## src/rtl/mem_stream_reader_pkg.sv

```systemverilog
// Shared types and constants for the RAM read-side stream controller.
package mem_stream_reader_pkg;

    localparam int unsigned FIFO_DEPTH = 4;
    localparam int unsigned FifoCntW   = $clog2(FIFO_DEPTH + 1);

    typedef logic [1:0] state_t;
    localparam state_t StIdle  = 2'd0;
    localparam state_t StRun   = 2'd1;
    localparam state_t StDrain = 2'd2;

    // Wraps on the last real word, so non-power-of-2 depths work.
    function automatic int unsigned next_addr(input int unsigned addr, input int unsigned words);
        return (addr == words - 1) ? 0 : addr + 1;
    endfunction

endpackage

```

## src/rtl/mem_stream_reader_if.sv

```systemverilog
// Control, RAM read port and output stream of the reader, bundled as one interface.
interface mem_stream_reader_if #(
    parameter int unsigned bits    = 8,
    parameter int unsigned address = 2
);
    logic               start;
    logic [address-1:0] base_addr;
    logic [address:0]   length;
    logic               busy;
    logic               done;
    logic [address-1:0] r_addr;
    logic [bits-1:0]    r_data;
    logic               m_valid;
    logic [bits-1:0]    m_data;
    logic               m_ready;

    modport master (
        input  start, base_addr, length, r_data, m_ready,
        output busy, done, r_addr, m_valid, m_data
    );

    modport slave (
        output start, base_addr, length, r_data, m_ready,
        input  busy, done, r_addr, m_valid, m_data
    );
endinterface

```

## src/rtl/mem_stream_reader_stream_fifo.sv

```systemverilog
// Synchronous FIFO with a registered head word; same-cycle push and pop are both honoured.
module mem_stream_reader_stream_fifo #(
    parameter  int unsigned bits       = 8,
    parameter  int unsigned FIFO_DEPTH = 4,
    localparam int unsigned PtrW       = $clog2(FIFO_DEPTH),
    localparam int unsigned CntW       = $clog2(FIFO_DEPTH + 1)
) (
    input  logic            clk,
    input  logic            rst_n,
    input  logic            push,
    input  logic [bits-1:0] push_data,
    input  logic            pop,
    output logic [bits-1:0] head,
    output logic [CntW-1:0] count,
    output logic            empty,
    output logic            full
);
    logic [bits-1:0] mem_q [FIFO_DEPTH];
    logic [PtrW-1:0] wr_ptr_q, rd_ptr_q;
    logic [CntW-1:0] count_q;
    logic [bits-1:0] head_q;
    logic            do_push, do_pop;

    assign empty   = (count_q == '0);
    assign full    = (count_q == CntW'(FIFO_DEPTH));
    assign do_pop  = pop && !empty;
    assign do_push = push && (!full || do_pop);

    always_ff @(posedge clk) begin
        if (do_push) begin
            mem_q[wr_ptr_q] <= push_data;
        end
    end

    always_ff @(posedge clk) begin
        if (!rst_n) begin
            wr_ptr_q <= '0;
            rd_ptr_q <= '0;
            count_q  <= '0;
            head_q   <= '0;
        end else begin
            if (do_push) wr_ptr_q <= wr_ptr_q + 1'b1;
            if (do_pop)  rd_ptr_q <= rd_ptr_q + 1'b1;
            count_q <= count_q + CntW'(do_push) - CntW'(do_pop);
            // Head tracks the oldest entry; a push into an emptying FIFO bypasses storage.
            if (do_pop) begin
                if (count_q > CntW'(1)) begin
                    head_q <= mem_q[PtrW'(rd_ptr_q + 1'b1)];
                end else if (do_push) begin
                    head_q <= push_data;
                end
            end else if (do_push && empty) begin
                head_q <= push_data;
            end
        end
    end

    assign head  = head_q;
    assign count = count_q;
endmodule

```

## src/rtl/mem_stream_reader.sv

```systemverilog
// Walks a RAM address range through a registered read port and streams the words out
// with valid/ready backpressure; reads are only issued when a FIFO slot is guaranteed.
module mem_stream_reader
    import mem_stream_reader_pkg::*;
#(
    parameter int unsigned bits    = 8,
    parameter int unsigned words   = 4,
    parameter int unsigned address = $clog2(words)
) (
    input logic clk,
    input logic rst_n,
    mem_stream_reader_if.master bus
);
    localparam int unsigned LenW = address + 1;
    localparam int unsigned SumW = FifoCntW + 1;

    state_t             state_q, state_d;
    logic [address-1:0] addr_q, addr_d;
    logic [LenW-1:0]    remaining_q, remaining_d;
    logic [address-1:0] r_addr_q, r_addr_d;
    logic               v1_q, v2_q;
    logic               done_q, done_d;

    logic               issue;
    logic [address-1:0] issue_addr;
    logic [LenW-1:0]    issue_left;
    logic [FifoCntW-1:0] fifo_count;
    logic               fifo_empty, fifo_full;
    logic [bits-1:0]    fifo_head;
    logic [SumW-1:0]    credit_sum;
    logic               credit_ok;

    // Words already buffered plus words still in the read pipeline must fit the FIFO.
    assign credit_sum = {1'b0, fifo_count} + SumW'(v1_q) + SumW'(v2_q);
    assign credit_ok  = (credit_sum < SumW'(FIFO_DEPTH)) && !fifo_full;

    always_comb begin
        state_d     = state_q;
        addr_d      = addr_q;
        remaining_d = remaining_q;
        r_addr_d    = r_addr_q;
        done_d      = 1'b0;
        issue       = 1'b0;
        issue_addr  = addr_q;
        issue_left  = remaining_q;
        case (state_q)
            StIdle: begin
                if (bus.start) begin
                    issue_addr  = bus.base_addr;
                    issue_left  = bus.length;
                    addr_d      = bus.base_addr;
                    remaining_d = bus.length;
                    if (bus.length == '0) begin
                        state_d = StDrain;
                    end else begin
                        // Pipeline and FIFO are empty in idle, so the first read needs no credit.
                        issue   = 1'b1;
                        state_d = (bus.length == LenW'(1)) ? StDrain : StRun;
                    end
                end
            end
            StRun: begin
                if ((remaining_q != '0) && credit_ok) begin
                    issue = 1'b1;
                    if (remaining_q == LenW'(1)) state_d = StDrain;
                end
            end
            StDrain: begin
                if (!v1_q && !v2_q && fifo_empty) begin
                    state_d = StIdle;
                    done_d  = 1'b1;
                end
            end
            default: state_d = StIdle;
        endcase
        if (issue) begin
            r_addr_d    = issue_addr;
            addr_d      = address'(next_addr(32'(issue_addr), words));
            remaining_d = issue_left - LenW'(1);
        end
    end

    always_ff @(posedge clk) begin
        if (!rst_n) begin
            state_q     <= StIdle;
            addr_q      <= '0;
            remaining_q <= '0;
            r_addr_q    <= '0;
            v1_q        <= 1'b0;
            v2_q        <= 1'b0;
            done_q      <= 1'b0;
        end else begin
            state_q     <= state_d;
            addr_q      <= addr_d;
            remaining_q <= remaining_d;
            r_addr_q    <= r_addr_d;
            v1_q        <= issue;
            v2_q        <= v1_q;
            done_q      <= done_d;
        end
    end

    mem_stream_reader_stream_fifo #(
        .bits       (bits),
        .FIFO_DEPTH (FIFO_DEPTH)
    ) u_stream_fifo (
        .clk       (clk),
        .rst_n     (rst_n),
        .push      (v2_q),
        .push_data (bus.r_data),
        .pop       (bus.m_ready),
        .head      (fifo_head),
        .count     (fifo_count),
        .empty     (fifo_empty),
        .full      (fifo_full)
    );

    assign bus.busy    = (state_q != StIdle);
    assign bus.done    = done_q;
    assign bus.r_addr  = r_addr_q;
    assign bus.m_valid = !fifo_empty;
    assign bus.m_data  = fifo_head;
endmodule

```

## src/flat_wrapper.sv

```systemverilog
// flat-port wrapper written by rule: the top's interface ports become plain ports
module mem_stream_reader_flat import mem_stream_reader_pkg::*;
#(
    parameter int unsigned bits    = 8,
    parameter int unsigned words   = 4,
    parameter int unsigned address = $clog2(words)
)
  (clk, rst_n, bus_start, bus_base_addr, bus_length, bus_r_data, bus_m_ready, bus_busy, bus_done, bus_r_addr, bus_m_valid, bus_m_data);
  mem_stream_reader_if #(.bits(bits), .address(address)) bus_i ();
  input logic clk;
  input logic rst_n;
  input wire logic [$bits(bus_i.start)-1:0] bus_start;
  input wire logic [$bits(bus_i.base_addr)-1:0] bus_base_addr;
  input wire logic [$bits(bus_i.length)-1:0] bus_length;
  input wire logic [$bits(bus_i.r_data)-1:0] bus_r_data;
  input wire logic [$bits(bus_i.m_ready)-1:0] bus_m_ready;
  output wire logic [$bits(bus_i.busy)-1:0] bus_busy;
  output wire logic [$bits(bus_i.done)-1:0] bus_done;
  output wire logic [$bits(bus_i.r_addr)-1:0] bus_r_addr;
  output wire logic [$bits(bus_i.m_valid)-1:0] bus_m_valid;
  output wire logic [$bits(bus_i.m_data)-1:0] bus_m_data;
  assign bus_i.start = bus_start;
  assign bus_i.base_addr = bus_base_addr;
  assign bus_i.length = bus_length;
  assign bus_i.r_data = bus_r_data;
  assign bus_i.m_ready = bus_m_ready;
  assign bus_busy = bus_i.busy;
  assign bus_done = bus_i.done;
  assign bus_r_addr = bus_i.r_addr;
  assign bus_m_valid = bus_i.m_valid;
  assign bus_m_data = bus_i.m_data;
  mem_stream_reader #(.bits(bits), .words(words), .address(address)) u_core (.clk(clk), .rst_n(rst_n), .bus(bus_i));
endmodule
```

## config.mk

```make
export PLATFORM = sky130hd
export DESIGN_NAME = mem_stream_reader_flat
export DESIGN_NICKNAME = d
export VERILOG_FILES = /design/src/rtl/mem_stream_reader_pkg.sv /design/src/rtl/mem_stream_reader_if.sv /design/src/rtl/mem_stream_reader_stream_fifo.sv /design/src/rtl/mem_stream_reader.sv /design/src/flat_wrapper.sv
export SDC_FILE = /design/constraint.sdc
export NUM_CORES = 1
export LEC_CHECK = 0
export ABC_CLOCK_PERIOD_IN_PS = 2510
export BUFFER_PORTS_ARGS = -buffer_cell sky130_fd_sc_hd__buf_2
export CAP_MARGIN = 30
export CORE_MARGIN = 1
export CORE_UTILIZATION = 40
export DETAILED_ROUTE_END_ITERATION = 7
export PLACE_DENSITY_LB_ADDON = 0.2
export SYNTH_ARGS = -nofsm -noshare
export SYNTH_HDL_FRONTEND = slang
export SYNTH_HIERARCHICAL = 1
export SYNTH_SLANG_ARGS = --single-unit
```

## constraint.sdc

```tcl
create_clock -name clk -period 2.51 [get_ports clk]
set_input_delay 0.251 -clock clk [delete_from_list [all_inputs] [get_ports clk]]
set_output_delay 0.251 -clock clk [all_outputs]
set_load 0.05 [all_outputs]
```

==> Implementation_results.wiki, run 1 <==
{| class="wikitable"
! Metric !! Value
|-
| Register bit total from synthesis || 59
|-
| Chip height || 83.8 um
|-
| Share of the core filled with cells in the final layout || a little under half
|-
| Average wire per cell in the routed design || 17.1 um
|-
| Die boundary width || 83.8 um
|-
| Dominant combinational cell family by area after synthesis || simple AND/OR/NAND/NOR gates
|-
| CTS Buf Count || 9
|-
| Crit path required time || 2.77 ns
|-
| Critical Path Start Type || flop
|-
| Power per Cell Area || 1020 nW/um2
|-
| Most used flip-flop cell after synthesis || sky130_fd_sc_hd__edfxtp_1
|-
| Fraction of the cycle the final worst path needs || between 80% and 90%
|-
| Via count of the first global-routing pass || 1720
|-
| Number of post-CTS setup repair buffers || 0
|-
| Clock transition at the registers of the reported paths || about 0.07 ns
|-
| Effective utilization at floorplan || 41.9%
|-
| Worst clock skew || 0.00954 ns
|-
| Placement-stage cell area || 2860 um2
|-
| Final critical path time including I/O delays and setup || approximately 2.1 ns
|-
| Leading cell types by total area after synthesis || sky130_fd_sc_hd__edfxtp_1, sky130_fd_sc_hd__dfxtp_1, sky130_fd_sc_hd__mux4_2
|-
| Clock latency on the worst-skew pair || roughly 0.34 ns
|-
| Leading area contributor after synthesis || sky130_fd_sc_hd__edfxtp_1
|-
| Cell at the slowest stage of the critical path || sky130_fd_sc_hd__o31ai_1
|-
| # rows || 29
|-
| Root Driver || sky130_fd_sc_hd__clkbuf_8
|-
| Critical-path cell list || o31ai_1 -> nor2_1 -> a21o_1 -> ha_1 -> inv_1 -> fa_1 -> nor2_1
|-
| Via density per instance || 5.49
|-
| Top library cells by usage in the layout, fill and taps aside || sky130_fd_sc_hd__edfxtp_1, sky130_fd_sc_hd__buf_2, sky130_fd_sc_hd__dfxtp_1
|-
| Total Neg Setup Slack || 0 ns
|-
| Number of antenna violations at the first check in global routing || 0
|-
| Detailed router's first-iteration violation count || around 120
|-
| CTS Sinks || 59
|-
| Result of the run || completed
|-
| Maximum operating frequency || 472 MHz
|-
| Area overhead of the layout relative to synthesis || 14.5%
|-
| Placed wire-length estimate after detailed placement || ~3.6 mm
|-
| Total number of vias || around 1.7k
|-
| Final count of negative-setup-slack endpoints || 0
|-
| Critical Path Max Stage Delay || 0.48 ns
|-
| Pin count of the biggest net entering global routing || 20
|-
| Power, Total || 3.13 mW
|-
| Filler cells || 576
|-
| Maximum fanout along the worst path || 12
|-
| Synthesized instance count || 205
|-
| Antenna violation net count after detailed routing || 0
|-
| Post-Synth Adder-Cell Area || 4.96%
|-
| Xor/xnor share of the synthesized area || 1.64%
|-
| Post-synth net total || 232
|-
| Most prevalent standard cell on the critical path || sky130_fd_sc_hd__nor2_1
|-
| CTS tree || yes
|-
| Standby leakage power || approximately 1.1 nW
|-
| Setup repair after global routing missed its margin || no
|-
| Total Routed Length || 5.45 mm
|-
| Maximum level of the CTS H-tree || 3
|-
| Max rail drop VDD || 529 uV
|-
| Mapped cell area || 2680 um2
|-
| CTS Hold Bufs || 0
|-
| Weighted congestion at the end of routability-driven global placement || ~0.76
|-
| Compound-cell area share of the yosys netlist || 10.8%
|-
| Number of inserted diodes || 0
|-
| Nets || roughly 260
|-
| Count of pins over their slew limit || 0
|-
| Slew at the pin closest to its max-slew limit || 0.676 ns
|-
| Number of design rule violations left after detail routing || 0
|-
| Number of warnings printed during yosys synthesis || 6
|-
| Sequential cell area fraction in the yosys report || 56.1%
|-
| Grt ovf || 0
|-
| Post-CTS sizing || 0
|-
| Overall global routing resource usage || 17.2%
|-
| Cell total after placement || 302
|-
| Fin cells || 318
|-
| Layout cell share with drive strength beyond 1 || between 20% and 30%
|-
| Final Worst Setup Slack || 0.391 ns
|-
| Setup slack at placement || 0.412 ns
|-
| Worst slew margin relative to its limit || between 50% and 60%
|-
| Wire length of the first global-routing pass || 8.93 mm
|-
| Proportion of synthesized area in mux cells || under 10%
|-
| Overall die area || about 7000 um2
|-
| Class of the tightest hold or removal check || in -> reg
|-
| Worst-case clock buffer depth || 2
|-
| Share of Yosys cell area claimed by the top area cell type || 35.9%
|-
| Post-synth cell types || 48
|-
| Core area || between 6000 and 7000 um2
|-
| Final Hold Slack || 0.145 ns
|-
| Critical path type || reg -> reg
|-
| Max Cap Viol || 0
|-
| Summed area of non-filler cells in the final layout || between 3000 and 4000 um2
|-
| Number of optimization iterations in the first detailed-route pass || 5
|-
| Async set or reset register ratio after synthesis || 0%
|-
| Final-report hold violation count || 0
|-
| Num ports || 30
|-
| Simple-gate share of the synthesized area || 12.9%
|-
| Number of flops mapped to enable cells by yosys || 32
|-
| Crit end category || flop
|-
| Most common cell after layout, fill and taps aside || sky130_fd_sc_hd__edfxtp_1
|-
| Arrival time worst endpoint || roughly 2.4 ns
|-
| Mean instance size in the synthesized netlist || approximately 13 um2
|-
| Number of buffers added on ports || 29
|}
-- worst max-delay path, delay by kind of cell, from the launching register on --
kind | cells | cell delay, ns
adder cells (fa/ha/maj) | 2 | 0.58
buffers and inverters | 1 | 0.07
flip-flops | 1 | 0.46
AND/OR/NAND/NOR | 2 | 0.28
AO/OA/AOI/OAI | 2 | 0.66
-- Yosys cell counts (2+ instances only) --
library cell and instances:
sky130_fd_sc_hd__nor2_1 11, sky130_fd_sc_hd__and3_1 4, sky130_fd_sc_hd__mux2i_1 6, sky130_fd_sc_hd__nand2b_1 3, sky130_fd_sc_hd__buf_4 2, sky130_fd_sc_hd__a311oi_1 8, sky130_fd_sc_hd__nor3_1 10, sky130_fd_sc_hd__dfxtp_1 27
sky130_fd_sc_hd__nor3b_1 2, sky130_fd_sc_hd__mux4_2 8, sky130_fd_sc_hd__nand2_1 3, sky130_fd_sc_hd__a21oi_1 5, sky130_fd_sc_hd__edfxtp_1 32, sky130_fd_sc_hd__xor2_1 4, sky130_fd_sc_hd__o31ai_2 2, sky130_fd_sc_hd__ha_1 9
sky130_fd_sc_hd__clkbuf_1 2, sky130_fd_sc_hd__nor4b_1 2, sky130_fd_sc_hd__nand3_1 12, sky130_fd_sc_hd__o21ai_0 4, sky130_fd_sc_hd__inv_1 9, sky130_fd_sc_hd__buf_2 6, sky130_fd_sc_hd__o211ai_1 8, sky130_fd_sc_hd__and2_1 2
-- report_power, final --
part / leakage (nW) / switching (mW) / internal (mW)
clock network: 0.102 / 0.387 / 0.484
logic: 0.519 / 0.597 / 0.357
registers: 0.510 / 0.166 / 1.14
-- layout make-up --
class	instances	area, um2	share of cell area, %
clock buffer	10	138	4.49
timing repair buffer	32	168	5.47
tap	77	96.3	3.15
inverter	9	33.8	1.10
multi-input combinational	125	1060	34.6
clock inverter	6	65.1	2.12
sequential	59	1500	49.0
-- per-layer routing --
| metal | up-vias | track usage (%) | wire length, um |
|---|---|---|---|
| li1 | 846 | - | - |
| met1 | 844 | 23.1 | 2540 |
| met2 | 50 | 25.2 | 2530 |
| met3 | 7 | 5.64 | 294 |
| met4 | 0 | 7.86 | 89 |
| met5 | - | 0 | 0 |
-- cells by family (layout without fill, tap and decap cells) --
group                    count (synthesis)  after routing
AO/OA/AOI/OAI                           37             37
flip-flops                              59             59
AND/OR/NAND/NOR                         58             58
buffers and inverters                   21             57
XOR/XNOR                                 5              5
adder cells (fa/ha/maj)                 10             10
multiplexers                            15             15
-- worst paths after layout --
kind,startpoint,endpoint,slack (ns),cells past startpoint
max,u_core/u_stream_fifo/count[1],u_core/u_stream_fifo/count[1],0.39,7
min reg2reg,u_core/v1_q,u_core/v2_q,0.49,1
min,bus_r_data[0],u_core/u_stream_fifo/mem_q[3][0],0.14,1
max reg2reg,u_core/u_stream_fifo/count[1],u_core/u_stream_fifo/count[1],0.39,7
-- registers in the layout, summed over array words and instances (netlist names) --
register                       count
u_core/bus.done                    1
u_core/u_stream_fifo/mem_q        32
u_core/remaining_q                 3
u_core/u_stream_fifo/count         3
u_core/state_q                     2
u_core/u_stream_fifo/head          8
u_core/v2_q                        1
u_core/addr_q                      2
u_core/u_stream_fifo/rd_ptr_q      2
u_core/u_stream_fifo/wr_ptr_q      2
u_core/bus.r_addr                  2
u_core/v1_q                        1
Power figures use the tool's default switching activity.
==> run 2, diff against run 1 <==
- ABC_CLOCK_PERIOD_IN_PS: 2510 -> 1800
- clock period: 2.51 -> 1.8 ns (I/O delays scaled with it)
==> run 2 against run 1 <==
Against the previous run:
- the flow now finishes with violations (negative setup slack)
- clock power up 30%
- largest power group is now combinational cells
- critical endpoint is now u_core/remaining_q[1]
- critical path depth is 1 higher
- power up 52%
- combinational power rose by 95%
- hold slack got worse by 0.047 ns
==> Implementation_results.wiki, run 2 (synthesis results as in run 1) <==
{| class="wikitable"
! Metric !! Value
|-
| Global routing met1 resource utilization || 24.8% (was 23.1%)
|-
| Filler cells || 563 (was 576)
|-
| Setup repair after global routing missed its margin || yes (was no)
|-
| Psw || 1.68 mW (was 1.15 mW)
|-
| Violated checks || negative setup slack
|-
| Core area || 6390 um2 (unchanged)
|-
| Net switching share of the total power || 35.3% (was 36.7%)
|-
| Detailed router's first-iteration violation count || 49 (was 118)
|-
| Maximum operating frequency || 544 MHz (was 472 MHz)
|-
| Register area || 1510 um2 (was 1500 um2)
|-
| Root Driver || sky130_fd_sc_hd__clkbuf_8 (unchanged)
|-
| Average wire per cell in the routed design || 15.7 um (was 17.1 um)
|-
| Cell internal power dissipation || 3.08 mW (was 1.98 mW)
|-
| # rows || 29 (unchanged)
|-
| Number of design rule violations left after detail routing || 0 (unchanged)
|-
| GR Util met3 || 4.65% (was 5.64%)
|-
| Most common cell after layout, fill and taps aside || sky130_fd_sc_hd__edfxtp_1 (unchanged)
|-
| Max Cap Viol || 0 (unchanged)
|-
| Max rail drop VDD || 739 uV (was 529 uV)
|-
| Number of cells on the worst reg-to-reg path || 8 (was 7)
|-
| Arrival time worst endpoint || 2.10 ns (was 2.38 ns)
|-
| Critical Path Max Stage Delay || 0.36 ns (was 0.48 ns)
|-
| Comb pwr share || 39.2% (was 30.5%)
|-
| Layout cell share with drive strength beyond 1 || 41.2% (was 28.2%)
|-
| Footprint of the multi-input gates || 1150 um2 (was 1060 um2)
|-
| Final count of negative-setup-slack endpoints || 4 (was 0)
|-
| Clock power share || 23.7% (was 27.8%)
|-
| Pin count of the biggest net entering global routing || 15 (was 20)
|-
| Number of inserted diodes || 0 (unchanged)
|-
| R2R Setup Slk || -0.04 ns (was 0.39 ns)
|-
| Min-Delay Startpoint || bus_r_data[3] (was bus_r_data[0])
|-
| Critical-path cell list || buf_12 -> ha_4 -> a211oi_4 -> nand2_1 -> o31ai_2 -> buf_4 -> mux2_4 -> nor2_1 (was o31ai_1 -> nor2_1 -> a21o_1 -> ha_1 -> inv_1 -> fa_1 -> nor2_1)
|-
| Maximum level of the CTS H-tree || 3 (unchanged)
|-
| Worst hold path cell count || 1 (unchanged)
|-
| Largest register by flop count || u_core/u_stream_fifo/mem_q (unchanged)
|-
| Chip height || 83.8 um (unchanged)
|-
| Overall die area || 7020 um2 (unchanged)
|-
| Number of antenna violations at the first check in global routing || 0 (unchanged)
|-
| CP top delay family || compound AO/OA/AOI/OAI gates (unchanged)
|-
| Share of the core filled with cells in the final layout || 52.6% (was 48.0%)
|-
| Overall global routing resource usage || 16.4% (was 17.2%)
|-
| Worst-case clock buffer depth || 2 (unchanged)
|-
| Final-report hold violation count || 0 (unchanged)
|-
| CTS Buf Count || 9 (unchanged)
|-
| Critical Path Start Type || flop (unchanged)
|-
| Slew at the pin closest to its max-slew limit || 0.468 ns (was 0.676 ns)
|-
| Maximum fanout along the worst path || 7 (was 12)
|-
| Result of the run || complete, but fails checks (was completed)
|-
| Worst clock skew || 0.00951 ns (was 0.00954 ns)
|-
| Clock latency on the worst-skew pair || 0.33 ns (was 0.34 ns)
|-
| Worst slew margin relative to its limit || 68.8% (was 54.9%)
|-
| Worst hold endpoint || u_core/u_stream_fifo/mem_q[1][3] (was u_core/u_stream_fifo/mem_q[3][0])
|-
| Class of the tightest hold or removal check || in -> reg (unchanged)
|-
| Total Neg Setup Slack || -0.0800 ns (was 0 ns)
|-
| Crit end category || flop (unchanged)
|-
| Largest register FFs || 32 (unchanged)
|-
| Final Hold Slack || 0.0978 ns (was 0.145 ns)
|-
| Final critical path time including I/O delays and setup || 1.84 ns (was 2.12 ns)
|-
| Via density per instance || 5.33 (was 5.49)
|-
| Total Routed Length || 5.40 mm (was 5.45 mm)
|-
| Clock transition at the registers of the reported paths || 0.07 ns (about the same)
|-
| CTS Sinks || 59 (unchanged)
|-
| Via count of the first global-routing pass || 1767 (was 1720)
|-
| Cell at the slowest stage of the critical path || sky130_fd_sc_hd__dfxtp_4 (was sky130_fd_sc_hd__o31ai_1)
|-
| Total number of vias || 1832 (was 1747)
|-
| Count of pins over their slew limit || 0 (unchanged)
|-
| Worst reg2reg path startpoint || u_core/u_stream_fifo/count[0] (was u_core/u_stream_fifo/count[1])
|-
| Standby leakage power || 1.27 nW (was 1.13 nW)
|-
| Effective utilization at floorplan || 41.9% (unchanged)
|-
| Portion of total power attributed to sequential cells || 37.1% (was 41.7%)
|-
| Reg-to-reg critical path endpoint || u_core/remaining_q[1] (was u_core/u_stream_fifo/count[1])
|-
| Placed wire-length estimate after detailed placement || 3.87 mm (was 3.59 mm)
|-
| Wire length of the first global-routing pass || 8.76 mm (was 8.93 mm)
|-
| Antenna violation net count after detailed routing || 0 (unchanged)
|-
| Grt peak-use layer || met1 (was met2)
|-
| Number of buffers added on ports || 29 (unchanged)
|-
| Fraction of the cycle the final worst path needs || 102% (was 84.4%)
|-
| Number of buffer and inverter stages on the critical path || 2 (was 1)
|-
| Nets || 289 (was 263)
|-
| CTS tree || yes (unchanged)
|-
| Grt ovf || 0 (unchanged)
|-
| Top library cells by usage in the layout, fill and taps aside || sky130_fd_sc_hd__edfxtp_1, sky130_fd_sc_hd__buf_2, sky130_fd_sc_hd__buf_4 (was sky130_fd_sc_hd__edfxtp_1, sky130_fd_sc_hd__buf_2, sky130_fd_sc_hd__dfxtp_1)
|-
| Die boundary width || 83.8 um (unchanged)
|-
| Area overhead of the layout relative to synthesis || 25.5% (was 14.5%)
|-
| Final Worst Setup Slack || -0.0376 ns (was 0.391 ns)
|-
| Crit path required time || 2.06 ns (was 2.77 ns)
|-
| Num ports || 30 (unchanged)
|-
| Weighted congestion at the end of routability-driven global placement || 0.768 (was 0.755)
|-
| Power per Cell Area || 1420 nW/um2 (was 1020 nW/um2)
|-
| Critical path type || reg -> reg (unchanged)
|-
| Number of optimization iterations in the first detailed-route pass || 4 (was 5)
|-
| Fraction of met2 tracks used by global routing || 21.1% (was 25.2%)
|}
## run 2: how the worst max path moves through the flow
stage                                       start  slack [ns]                             to  cells after the start
floorplan           u_core/u_stream_fifo/count[1]       0.008  u_core/u_stream_fifo/count[1]                      8
global placement    u_core/u_stream_fifo/count[0]       -0.07  u_core/u_stream_fifo/count[1]                      8
detailed placement  u_core/u_stream_fifo/count[1]       -0.05          u_core/remaining_q[1]                      7
CTS                 u_core/u_stream_fifo/count[0]       0.004  u_core/u_stream_fifo/count[1]                      8
global route        u_core/u_stream_fifo/count[0]       -0.11               u_core/addr_q[0]                      9
finish              u_core/u_stream_fifo/count[0]       -0.04          u_core/remaining_q[1]                      8
## run 2: cell type report
class,count,share of cell area (%)
Tap cell,77,2.87
Sequential cell,59,44.9
Inverter,9,1.01
Timing Repair Buffer,58,11.5
Clock inverter,6,1.68
Clock buffer,10,3.80
Multi-Input combinational cell,125,34.2
## run 2: per-stage QoR
| stage | std cells | total power [mW] | setup WS, ns | area, um2 |
|---|---|---|---|---|
| floorplan | 205 | 2.90 | 0.00841 | 2700 |
| global placement | 320 | 3.36 | -0.0727 | 3020 |
| detailed placement | 320 | 3.37 | -0.0545 | 3020 |
| CTS | 337 | 4.54 | 0.00437 | 3220 |
| global route | 344 | 5.03 | -0.115 | 3360 |
| finish | 344 | 4.76 | -0.0376 | 3360 |
## run 2: power groups by stage
stage,Sequential (mW),Clock [mW],Combinational [mW]
5_1_grt,1.79,1.23,2.01
3_3_place_gp,1.78,0,1.59
4_1_cts,1.76,1.17,1.62
3_5_place_dp,1.77,0,1.60
6_report,1.77,1.13,1.86
2_1_floorplan,1.91,0,0.987
## run 2: what timing repair did
item,4_1_cts,5_1_grt
endpoints found under the setup margin,26,14
hold buffers,0,0
pin swaps,1,12
setup buffers,1,7
gates resized for setup,4,21
## run 2: layer usage
metal	vias to the layer above	part of all wire [%]
li1	898	-
met1	876	52
met2	50	43
met3	8	3.5
met4	0	1.4
met5	-	0
## run 2: worst register-to-register path: cells and delay by family, from the launching register on
family                   cells  cell delay (ns)
flip-flops                   1             0.36
buffers and inverters        2             0.32
adder cells (fa/ha/maj)      1             0.16
multiplexers                 1             0.30
AO/OA/AOI/OAI                2             0.48
AND/OR/NAND/NOR              2             0.16
